**src/rtl/div_pkg.sv**
```systemverilog
// Shared types for the sequential signed divider.
package div_pkg;

  typedef enum logic [2:0] {
    IDLE    = 3'd0,
    SETUP   = 3'd1,
    DIVIDE  = 3'd2,
    CORRECT = 3'd3,
    DONE    = 3'd4
  } state_t;

endpackage

```
**src/rtl/div_step.sv**
```systemverilog
// One non-restoring iteration: shift {pr,q} left, add or subtract |divisor|,
// and shift in the new quotient bit taken from the sign of the result.
module div_step #(
  parameter int N = 4
) (
  input  logic [N:0]   pr_i,
  input  logic [N-1:0] q_i,
  input  logic [N:0]   dmag_i,
  output logic [N:0]   pr_o,
  output logic [N-1:0] q_o
);

  logic [N:0] shifted;

  assign shifted = {pr_i[N-1:0], q_i[N-1]};
  assign pr_o    = pr_i[N] ? (shifted + dmag_i) : (shifted - dmag_i);
  assign q_o     = {q_i[N-2:0], ~pr_o[N]};

endmodule

```
**src/rtl/nonrestoring_divider.sv**
```systemverilog
// Multi-cycle signed divider (truncating), non-restoring core on magnitudes
// with a final sign/remainder correction pass.
module nonrestoring_divider
  import div_pkg::*;
#(
  parameter int N = 4
) (
  input  logic         clk,
  input  logic         reset,
  input  logic         start,
  input  logic [N-1:0] dividend,
  input  logic [N-1:0] divisor,
  output logic         busy,
  output logic         done,
  output logic [N-1:0] quotient,
  output logic [N-1:0] remainder,
  output logic         div_by_zero,
  output logic         overflow
);

  localparam int CW = $clog2(N) + 1;
  localparam logic [N-1:0] MIN_VAL = {1'b1, {(N-1){1'b0}}};

  state_t         state_q, state_d;
  logic [N-1:0]   dvd_q, dvs_q;
  logic [N:0]     pr_q, dmag_q;
  logic [N-1:0]   acc_q;
  logic           qsign_q, rsign_q;
  logic [CW-1:0]  cnt_q;
  logic [N-1:0]   quo_q, rem_q;
  logic           dbz_q, ovf_q;

  logic [N:0]     dvs_ext, dvs_mag;
  logic [N-1:0]   dvd_mag;
  logic [N:0]     step_pr;
  logic [N-1:0]   step_q;
  logic [N-1:0]   rem_mag;

  // The quotient magnitude of -2^(N-1) is 2^(N-1), which still fits N unsigned bits.
  assign dvd_mag = dvd_q[N-1] ? -dvd_q : dvd_q;
  assign dvs_ext = {dvs_q[N-1], dvs_q};
  assign dvs_mag = dvs_q[N-1] ? -dvs_ext : dvs_ext;
  assign rem_mag = pr_q[N] ? (pr_q[N-1:0] + dmag_q[N-1:0]) : pr_q[N-1:0];

  div_step #(.N(N)) u_step (
    .pr_i   (pr_q),
    .q_i    (acc_q),
    .dmag_i (dmag_q),
    .pr_o   (step_pr),
    .q_o    (step_q)
  );

  always_comb begin
    state_d = state_q;
    case (state_q)
      IDLE:    if (start) state_d = SETUP;
      SETUP:   state_d = (dvs_q == '0) ? DONE : DIVIDE;
      DIVIDE:  if (cnt_q == CW'(N - 1)) state_d = CORRECT;
      CORRECT: state_d = DONE;
      DONE:    state_d = IDLE;
      default: state_d = IDLE;
    endcase
  end

  always_ff @(posedge clk or posedge reset) begin
    if (reset) begin
      state_q <= IDLE;
      dvd_q   <= '0;
      dvs_q   <= '0;
      pr_q    <= '0;
      dmag_q  <= '0;
      acc_q   <= '0;
      qsign_q <= 1'b0;
      rsign_q <= 1'b0;
      cnt_q   <= '0;
      quo_q   <= '0;
      rem_q   <= '0;
      dbz_q   <= 1'b0;
      ovf_q   <= 1'b0;
    end else begin
      state_q <= state_d;
      case (state_q)
        IDLE: begin
          if (start) begin
            dvd_q <= dividend;
            dvs_q <= divisor;
            dbz_q <= 1'b0;
            ovf_q <= 1'b0;
          end
        end
        SETUP: begin
          dmag_q  <= dvs_mag;
          acc_q   <= dvd_mag;
          pr_q    <= '0;
          qsign_q <= dvd_q[N-1] ^ dvs_q[N-1];
          rsign_q <= dvd_q[N-1];
          cnt_q   <= '0;
          ovf_q   <= (dvd_q == MIN_VAL) && (dvs_q == '1);
          if (dvs_q == '0) begin
            dbz_q <= 1'b1;
            quo_q <= '1;
            rem_q <= dvd_q;
          end
        end
        DIVIDE: begin
          pr_q  <= step_pr;
          acc_q <= step_q;
          cnt_q <= cnt_q + CW'(1);
        end
        CORRECT: begin
          quo_q <= qsign_q ? -acc_q : acc_q;
          rem_q <= rsign_q ? -rem_mag : rem_mag;
        end
        default: ;
      endcase
    end
  end

  assign busy        = (state_q != IDLE);
  assign done        = (state_q == DONE);
  assign quotient    = quo_q;
  assign remainder   = rem_q;
  assign div_by_zero = dbz_q;
  assign overflow    = ovf_q;

endmodule

```
**config.mk**
```make
export PLATFORM = sky130hd
export DESIGN_NAME = nonrestoring_divider
export DESIGN_NICKNAME = d
export VERILOG_FILES = /design/src/rtl/div_pkg.sv /design/src/rtl/div_step.sv /design/src/rtl/nonrestoring_divider.sv
export SDC_FILE = /design/constraint.sdc
export NUM_CORES = 1
export LEC_CHECK = 0
export CAP_MARGIN = 30
export CORE_ASPECT_RATIO = 1.1
export CORE_MARGIN = 5
export CORE_UTILIZATION = 40
export DETAILED_ROUTE_END_ITERATION = 6
export SYNTH_ARGS = -nofsm -noshare
export SYNTH_HDL_FRONTEND = slang
export SYNTH_SLANG_ARGS = --single-unit
export TNS_END_PERCENT = 1
```
**constraint.sdc**
```tcl
create_clock -name clk -period 2.6 [get_ports clk]
set_input_delay 0.52 -clock clk [delete_from_list [all_inputs] [get_ports clk]]
set_output_delay 0.52 -clock clk [all_outputs]
set_load 0.01 [all_outputs]
```
==> out/metrics.cfg <==
[run_status]
status=finished, final reports clean

[synthesis]
synth_nets=283
ys_top_cells_by_count=dfrtp_1, o21ai_0, nor2_1
avgSynthCellArea_um2=9.269
yosysTopAreaCell=dfrtp_1
synth.distinct_cells=37
syn_area_um2=2364
ys.flop_type=dfrtp_1
synth_cells=255
yosysTopAreaCellShare=0.4235
ys_ff_latch=40
ys_top_cells_by_area=dfrtp_1, ha_1, o21ai_0, xnor2_1, a21oi_1
synth_most_common_cell=dfrtp_1
ys_warn_count=0
yosysSeqAreaShare=0.4235
synth_edf_count=0
synthArstFlopShare=1.000

[place]
dp_hpwl_mm=3.835
gp_congestion=0.7965
portBuffers=22
dp_cells=348
placed_area_um2=2674
place_ws_ns=0.3529

[sta]
fmax_ghz=0.4315
rsz0062_at_grt=no
period_share=0.8914
hold_violations=0
postLayoutSetupSlackWorst_ns=0.2822
drv_slew=0
tightest_slew_ns=0.5235
fin_crit_ns=2.318
tns_ns=0
skew_ns=0.009879
slew_headroom=0.6510
finalSetupViolations=0

[floorplan]
fp.dieH_um=90.62
design.die.area_um2=7548
core_area_um2=5769
num_io_pins=23
floorplan.rows=29
die_w_um=83.29
start_util=0.4097

[clock_tree]
cts_hold_buf=0
worstSkewPairLatency_ns=0.29
root_buffer=clkbuf_8
cts.sinks=40
cts_resized=0
post-cts-setup-buffers=0
path_clk_slew_ns=0.08
cts_tree=done
htreeDepth=2
cts_buffer_depth=2
cts_made_buffers=5

[critical_path]
critPathKind=reg2reg
regToRegSetupSlack_ns=0.28
worstPathMaxFanout=7
critPathMaxStageDelay_ns=0.46
critPathLaunchType=flip-flop
slowest_stage=dfrtp_1
worstPathCellList=ha_1 > inv_1 > fa_1 > nand2_1 > o21ai_0 > ha_1 > nor2b_1 > xnor2_1 > o221ai_1 > o21ai_0
critPathRequiredTime_ns=2.76
worst-path-buf-inv=1
worstPathArrival_ns=2.48
endpoint_kind=flip-flop
critPathTopFamily=adder cells

[routing]
drt_first_pass_iters=4
wl_per_cell_um=14.83
ant_nets=0
drt-total-wl_mm=5.266
viasPerCell=5.113
drtIter0Drc=93
vias=1815
remaining_drc_errors=0

[global_route]
grt_pass1_wl_mm=8.935
overflow=0
first_global_vias=1813
antenna_found_initial=0
grt_usage=0.1444
grt_max_degree=41

[power_and_ir_drop]
power_density_nw_per_um2=1377
p_total_mw=3.793
cellLeakagePower_nw=1.219
ir_drop_v=0.0005097

[run]
maxCapViolations=0

[finish]
area_growth_pct=16.57
fin_cells=355
final_area_um2=2755
layout.nets=306
n_antenna_cell=0
nFillCells=563
drive_gt1_frac=0.1007

[worst_hold_path]
hp-class=reg2reg

## flip-flops by register name, summed over array words and instances (netlist names)
name	cells
dmag_q	5
pr_q	5
acc_q	4
dvd_q	4
dvs_q	4
quotient	4
remainder	4
cnt_q	3
state_q	3
div_by_zero	1
overflow	1
qsign_q	1
rsign_q	1
## layer usage
metal	part of all wire	vias up	GRT usage
met4	0.015	0	0.03951
met3	0.033	10	0.02737
li1	-	909	-
met2	0.47	33	0.2400
met5	0	-	0
met1	0.48	863	0.1917
## cell usage in the layout (no fill, tap or decap), drive strengths merged, types with 3 or more instances in the layout
| cell | instances |
|---|---|
| mux2i | 6 |
| nor2b | 4 |
| o22ai | 3 |
| xnor2 | 11 |
| nand2b | 5 |
| a21oi | 19 |
| nand2 | 23 |
| nor2 | 26 |
| dfrtp | 40 |
| nor3 | 4 |
| a21o | 4 |
| buf | 7 |
| mux2 | 8 |
| xor2 | 6 |
| ha | 15 |
| clkbuf | 5 |
| o21ai | 26 |
| inv | 20 |
| clkdlybuf4s50 | 22 |
| a31oi | 3 |
## path summary, 6_finish.rpt
check / end / depth (start not counted) / startpoint
hold reg to reg: remainder[0] / 1 / remainder[0]
setup / recovery: remainder[2] / 10 / pr_q[0]
hold / removal: remainder[0] / 1 / remainder[0]
max in group asynchronous: overflow / 3 / reset
setup reg to reg: remainder[2] / 10 / pr_q[0]
min in group asynchronous: dvd_q[3] / 3 / reset
## layout make-up
type,count,area [um^2],share of cell area
flip-flops and latches,40,1001,0.3633
inverters,20,75.07,0.02725
repair buffers,29,272.8,0.09900
well taps,77,96.34,0.03497
multi-input cells,182,1229,0.4460
clock buffers,5,68.82,0.02498
clock inverters,2,12.51,0.004541
## power breakdown
part           total, mW  internal, mW  switching (mW)  leakage (nW)
logic               2.12          1.03            1.08         0.693
registers           1.28         0.908           0.372         0.487
clock network      0.397         0.182           0.215        0.0400
total               3.79          2.12            1.67          1.22
## cell families after synthesis
logic type,Yosys count,share of synthesized area
xor gates and xnor gates,17,0.06300
adders and majority gates,17,0.09635
and+or+nand+nor,72,0.1445
buffers and inverters,33,0.05664
AOI/OAI and AO/OA,62,0.1525
muxes,14,0.06353
DFF,40,0.4235
## per-stage QoR
step	util	hold slack, ns
after floorplan	-	0.4716
after global placement	0.4635	0.4940
after detailed placement	0.4635	0.4994
after CTS	0.4776	0.5182
after global routing	0.4776	0.5360
final	0.4776	0.5139
No activity file was read; power rests on OpenSTA's default activity.
